$ cat config.mk
export PLATFORM = sky130hd
export DESIGN_NAME = debounce_multi
export DESIGN_NICKNAME = d
export VERILOG_FILES = /design/src/rtl/debounce_multi.sv
export SDC_FILE = /design/constraint.sdc
export NUM_CORES = 1
export LEC_CHECK = 0
export ABC_AREA = 1
export CAP_MARGIN = 20
export CELL_PAD_IN_SITES_DETAIL_PLACEMENT = 0
export CELL_PAD_IN_SITES_GLOBAL_PLACEMENT = 2
export CORE_MARGIN = 2
export CORE_UTILIZATION = 36
export CTS_CLUSTER_DIAMETER = 60
export DETAILED_ROUTE_END_ITERATION = 12
export PLACE_DENSITY_LB_ADDON = 0.1
export SLEW_MARGIN = 20
export SYNTH_ARGS = -nofsm -noshare
export SYNTH_HDL_FRONTEND = slang
export SYNTH_SLANG_ARGS = --single-unit
$ cat constraint.sdc
create_clock -name clk -period 2.2 [get_ports clk]
set_clock_uncertainty 0.1 [all_clocks]
set_input_delay 0.22 -clock clk [delete_from_list [all_inputs] [get_ports clk]]
set_output_delay 0.22 -clock clk [all_outputs]
set_load 0.05 [all_outputs]
$ cat src/rtl/debounce_multi.sv
// N-channel debouncer: per-channel synchroniser, polarity normalisation and hold counter.
// MODE 0 asserts at once and stretches the release; MODE 1 filters both edges.
module debounce_multi #(
  parameter int CH          = 4,
  parameter int HOLD_CYC    = 262144,
  parameter int SYNC_STAGES = 2,
  parameter bit ACTIVE_LOW  = 1'b0,
  parameter bit MODE        = 1'b0
) (
  input  logic          clk,
  input  logic          rst_n,
  input  logic          tick,
  input  logic [CH-1:0] btn,
  output logic [CH-1:0] level,
  output logic [CH-1:0] rise,
  output logic [CH-1:0] fall,
  output logic          busy
);

  localparam int              CNT_W     = $clog2(HOLD_CYC + 1);
  localparam logic [CNT_W-1:0] HOLD_LAST = CNT_W'(HOLD_CYC - 1);

  logic [CH-1:0]    sync_q [SYNC_STAGES];
  logic [CH-1:0]    s;
  logic [CNT_W-1:0] cnt_q  [CH];
  logic [CNT_W-1:0] cnt_d  [CH];
  logic [CH-1:0]    level_d;

  // Synchroniser resets to the idle pin level so the normalised sample starts at 0.
  always_ff @(posedge clk or negedge rst_n) begin
    if (!rst_n) begin
      for (int k = 0; k < SYNC_STAGES; k++) sync_q[k] <= {CH{ACTIVE_LOW}};
    end else begin
      sync_q[0] <= btn;
      for (int k = 1; k < SYNC_STAGES; k++) sync_q[k] <= sync_q[k-1];
    end
  end

  assign s = sync_q[SYNC_STAGES-1] ^ {CH{ACTIVE_LOW}};

  always_comb begin
    for (int i = 0; i < CH; i++) begin
      cnt_d[i]   = cnt_q[i];
      level_d[i] = level[i];
      if (MODE == 1'b0) begin
        if (s[i]) begin
          level_d[i] = 1'b1;
          cnt_d[i]   = '0;
        end else if (level[i]) begin
          if (tick) begin
            if (cnt_q[i] == HOLD_LAST) begin
              level_d[i] = 1'b0;
              cnt_d[i]   = '0;
            end else begin
              cnt_d[i] = cnt_q[i] + CNT_W'(1);
            end
          end
        end else begin
          cnt_d[i] = '0;
        end
      end else begin
        if (s[i] == level[i]) begin
          cnt_d[i] = '0;
        end else if (tick) begin
          if (cnt_q[i] == HOLD_LAST) begin
            level_d[i] = s[i];
            cnt_d[i]   = '0;
          end else begin
            cnt_d[i] = cnt_q[i] + CNT_W'(1);
          end
        end
      end
    end
  end

  // Strobes are derived from the level transition so they align with its first new cycle.
  always_ff @(posedge clk or negedge rst_n) begin
    if (!rst_n) begin
      for (int i = 0; i < CH; i++) cnt_q[i] <= '0;
      level <= '0;
      rise  <= '0;
      fall  <= '0;
    end else begin
      for (int i = 0; i < CH; i++) cnt_q[i] <= cnt_d[i];
      level <= level_d;
      rise  <= level_d & ~level;
      fall  <= ~level_d & level;
    end
  end

  always_comb begin
    busy = 1'b0;
    for (int i = 0; i < CH; i++) busy = busy | (cnt_q[i] != '0);
  end

endmodule

==> qor.txt <==
LAYOUT
------------------------------------------------------------------------------------------
Share of post-route cells with drive strength above 1 .......................        0.115
Antenna Cells ...............................................................            0
Fin nets ....................................................................          784
Fin cells ...................................................................          962
Number of filler cells placed in the layout .................................         1587
Most common cell after layout, fill and taps aside .......................... sky130_fd_sc_hd__nand2_1
Final instance area .........................................................  0.00625 mm2
Core Util, Final ............................................................        0.416
Highest-count cells in the layout ignoring fill and taps .................... sky130_fd_sc_hd__nand2_1, sky130_fd_sc_hd__nor2_1, sky130_fd_sc_hd__dfrtp_1, sky130_fd_sc_hd__inv_1, sky130_fd_sc_hd__nand3_1
Synth-to-Final Area Change ..................................................        14.1%

CTS
------------------------------------------------------------------------------------------
Root buffer cell ............................................................ sky130_fd_sc_hd__clkbuf_16
Clock buffers created by TritonCTS ..........................................            9
Deepest level of the CTS H-tree .............................................            3
Count of clock tree sinks ...................................................           96
TritonCTS clock tree ........................................................        built
Clock Tree Buf Depth ........................................................            2
Clock edge transition at the registers on the reported setup and hold paths .      0.07 ns
Skew-Pair Late Insertion Delay ..............................................      0.36 ns

TIMING
------------------------------------------------------------------------------------------
Setup total negative slack ..................................................         0 ns
Final critical-path setup slack .............................................     0.133 ns
Max-Slew Margin vs Limit ....................................................        0.658
Final Setup Violations ......................................................            0
Final critical delay including setup and external delays ....................      2.07 ns
Worst-Margin Slew ...........................................................     0.511 ns
Final worst-path cycle share ................................................        0.940
Unrepaired setup endpoints after global routing .............................        false
Number of hold violations in the final report ...............................            0
FMAX ........................................................................      484 MHz
Final max-slew violation count ..............................................            0

SYNTH
------------------------------------------------------------------------------------------
Avg Inst Size Synth .........................................................     7.41 um2
Area of the mapped netlist ..................................................  0.00548 mm2
Synth Warn # ................................................................            0
Number of cells produced by synthesis .......................................          739
Post-synth cell types .......................................................           33
Register area share after synthesis .........................................        0.438
Flops & latches, synth ......................................................           96
Number of nets in the synthesized netlist ...................................          754

WORST HOLD PATH
------------------------------------------------------------------------------------------
Cell depth of the worst min-delay path ......................................            1
Worst hold path class ....................................................... input port to register

SETUP PATH
------------------------------------------------------------------------------------------
Critical path launch point type .............................................     register
Required time worst endpoint ................................................      1.88 ns
Critical path endpoint category ............................................. primary output
Critical setup path kind .................................................... register to primary output
Largest driver fanout on the critical path ..................................            3
Depth of the most critical reg-to-reg path ..................................           10
Data arrival time of the worst path .........................................      1.75 ns

DETAILED ROUTING
------------------------------------------------------------------------------------------
WL/cell .....................................................................      14.4 um
Total wirelength of the detailed-routed design ..............................     13900 um
Vias per cell ...............................................................         4.85
Final routed DRC violation total ............................................            0
Total via count in the routed design ........................................         4661
Number of routed nets with antenna violations ...............................            0
1st-pass router iterations ..................................................            5
Starting DRC count in detailed routing ......................................          283

RUN
------------------------------------------------------------------------------------------
Maxcap violations ...........................................................            0

DIE
------------------------------------------------------------------------------------------
Horizontal extent of the die ................................................       127 um
Core footprint ..............................................................   0.0150 mm2
Top Ports ...................................................................           20
Die Outline Area ............................................................   0.0162 mm2
Number of cell rows .........................................................           45
Die extent in y .............................................................       127 um
Initial core utilization ....................................................        0.364

PLACEMENT
------------------------------------------------------------------------------------------
Number of buffers inserted by port buffering ................................           19
Area of placed instances ....................................................  0.00591 mm2
Cell total after placement ..................................................          944
Estimated wirelength of the detail-placed design ............................     10500 um
Routability congestion estimate from global placement .......................        0.800
Placement Setup Slack .......................................................     0.240 ns

GLOBAL ROUTING
------------------------------------------------------------------------------------------
Maximum number of pins on one net before global-route repair ................           52
Initial antenna violation count .............................................            0
Vias in the first global route ..............................................         4725
First-pass GRT wire length ..................................................     23700 um
Total Routing Usage GR ......................................................        0.185
Total grt overflow ..........................................................            0

PWR
------------------------------------------------------------------------------------------
Worst supply voltage drop on vdd ............................................     0.376 mV
Total power divided by cell area ............................................   592 mW/mm2
Leak Pwr ....................................................................      2.83 nW

RUN STATUS
------------------------------------------------------------------------------------------
Result of the run ........................................................... finished clean

## worst max-delay path, stage by stage, from the launching register on
cell,delay [ns]
sky130_fd_sc_hd__dfrtp_1,0.41
sky130_fd_sc_hd__inv_2,0.09
sky130_fd_sc_hd__ha_1,0.16
sky130_fd_sc_hd__nand3_1,0.10
sky130_fd_sc_hd__nor2_1,0.11
sky130_fd_sc_hd__nand2_1,0.07
sky130_fd_sc_hd__nor2_2,0.14
sky130_fd_sc_hd__nand3_1,0.13
sky130_fd_sc_hd__buf_6,0.18
## repair_timing
| item | 4_1_cts | 5_1_grt |
|---|---|---|
| buffers inserted | 0 | 1 |
| hold buffers | 1 | 0 |
| pin swaps | 1 | 0 |
| setup endpoints to repair | 1 | 1 |
| hold endpoints to repair | 25 | 0 |
| resized for setup | 2 | 7 |
## layer usage
metal	track usage	vias up	wire length (um)
met2	0.292	55	6250
li1	-	2383	-
met5	0	-	0
met3	0.0281	21	290
met4	0.0692	0	266
met1	0.257	2202	7080
## through the flow
stage | power (mW) | hold WS [ns]
after floorplan | 1.96 | -0.176
after global placement | 2.08 | 0.0791
after detailed placement | 2.08 | 0.0760
after CTS | 3.76 | 0.186
after global routing | 3.86 | 0.197
final | 3.70 | 0.197
## report_power, final
group	total, mW	leakage (nW)	internal (mW)	switching (mW)
registers	1.80	1.30	1.78	0.0183
clock network	1.65	0.144	0.897	0.758
logic	0.244	1.39	0.0740	0.170
total	3.70	2.83	2.76	0.946
## layout make-up
class | count | area (um2) | area share
flip-flops and latches | 96 | 2400 | 0.385
clock buffers | 9 | 225 | 0.0360
well taps | 188 | 235 | 0.0376
clock inverters | 7 | 78.8 | 0.0126
multi-input cells | 532 | 2640 | 0.423
repair buffers | 27 | 277 | 0.0442
inverters | 103 | 388 | 0.0620
## sequential cells by signal (all words and copies together), names as in the netlist
signal,flops
cnt_q,76
fall,4
level,4
rise,4
s,4
sync_q,4
## synthesized netlist by cell type
| cell | count | share of area |
|---|---|---|
| sky130_fd_sc_hd__buf_8 | 1 | 0.0027 |
| sky130_fd_sc_hd__nand3_1 | 59 | 0.054 |
| sky130_fd_sc_hd__buf_6 | 1 | 0.0021 |
| sky130_fd_sc_hd__o31ai_1 | 2 | 0.0027 |
| sky130_fd_sc_hd__nand3_2 | 3 | 0.0055 |
| sky130_fd_sc_hd__inv_2 | 7 | 0.0048 |
| sky130_fd_sc_hd__buf_4 | 3 | 0.0041 |
| sky130_fd_sc_hd__a21oi_1 | 9 | 0.0082 |
| sky130_fd_sc_hd__xnor2_1 | 3 | 0.0048 |
| sky130_fd_sc_hd__nand2_4 | 1 | 0.0021 |
| sky130_fd_sc_hd__nor2_1 | 125 | 0.086 |
| sky130_fd_sc_hd__nor2_2 | 25 | 0.029 |
| sky130_fd_sc_hd__a21boi_1 | 1 | 0.0014 |
| sky130_fd_sc_hd__o22ai_1 | 3 | 0.0034 |
| sky130_fd_sc_hd__nand3_4 | 1 | 0.0032 |
| sky130_fd_sc_hd__nor2_4 | 4 | 0.0082 |
| sky130_fd_sc_hd__o21ai_4 | 1 | 0.0030 |
| sky130_fd_sc_hd__nor3_4 | 1 | 0.0030 |
| sky130_fd_sc_hd__nor3_2 | 1 | 0.0018 |
| sky130_fd_sc_hd__nor4_1 | 2 | 0.0023 |
| sky130_fd_sc_hd__nand4_1 | 21 | 0.024 |
| sky130_fd_sc_hd__o21ai_0 | 13 | 0.012 |
| sky130_fd_sc_hd__nor3_1 | 24 | 0.022 |
| sky130_fd_sc_hd__o21ai_1 | 3 | 0.0027 |
| sky130_fd_sc_hd__a31oi_1 | 4 | 0.0046 |
| sky130_fd_sc_hd__ha_1 | 8 | 0.018 |
| sky130_fd_sc_hd__dfrtp_1 | 96 | 0.44 |
| sky130_fd_sc_hd__xor2_1 | 26 | 0.042 |
| sky130_fd_sc_hd__buf_2 | 3 | 0.0027 |
| sky130_fd_sc_hd__nand2_1 | 181 | 0.12 |
| sky130_fd_sc_hd__inv_1 | 95 | 0.065 |
| sky130_fd_sc_hd__clkinv_2 | 1 | 0.00091 |
| sky130_fd_sc_hd__nand2_2 | 11 | 0.013 |
## cells by family (layout without fill, tap and decap cells)
kind of cell             after synthesis  count (layout)  synth area share
AND/OR/NAND/NOR                      459             459             0.377
flip-flops                            96              96             0.438
AO/OA/AOI/OAI                         36              36            0.0379
buffers and inverters                111             146            0.0824
XOR/XNOR                              29              29            0.0464
adder cells (fa/ha/maj)                8               8            0.0183
## final timing paths
path	start	to	slack, ns
hold / removal	btn[2]	sync_q[6]	0.20
setup / recovery	cnt_q[0]	busy	0.13
hold reg to reg	sync_q[6]	s[2]	0.26
min in group asynchronous	rst_n	cnt_q[64]	0.23
max in group asynchronous	rst_n	cnt_q[57]	1.13
setup reg to reg	cnt_q[0]	cnt_q[13]	0.34
Power figures use the tool's default switching activity.
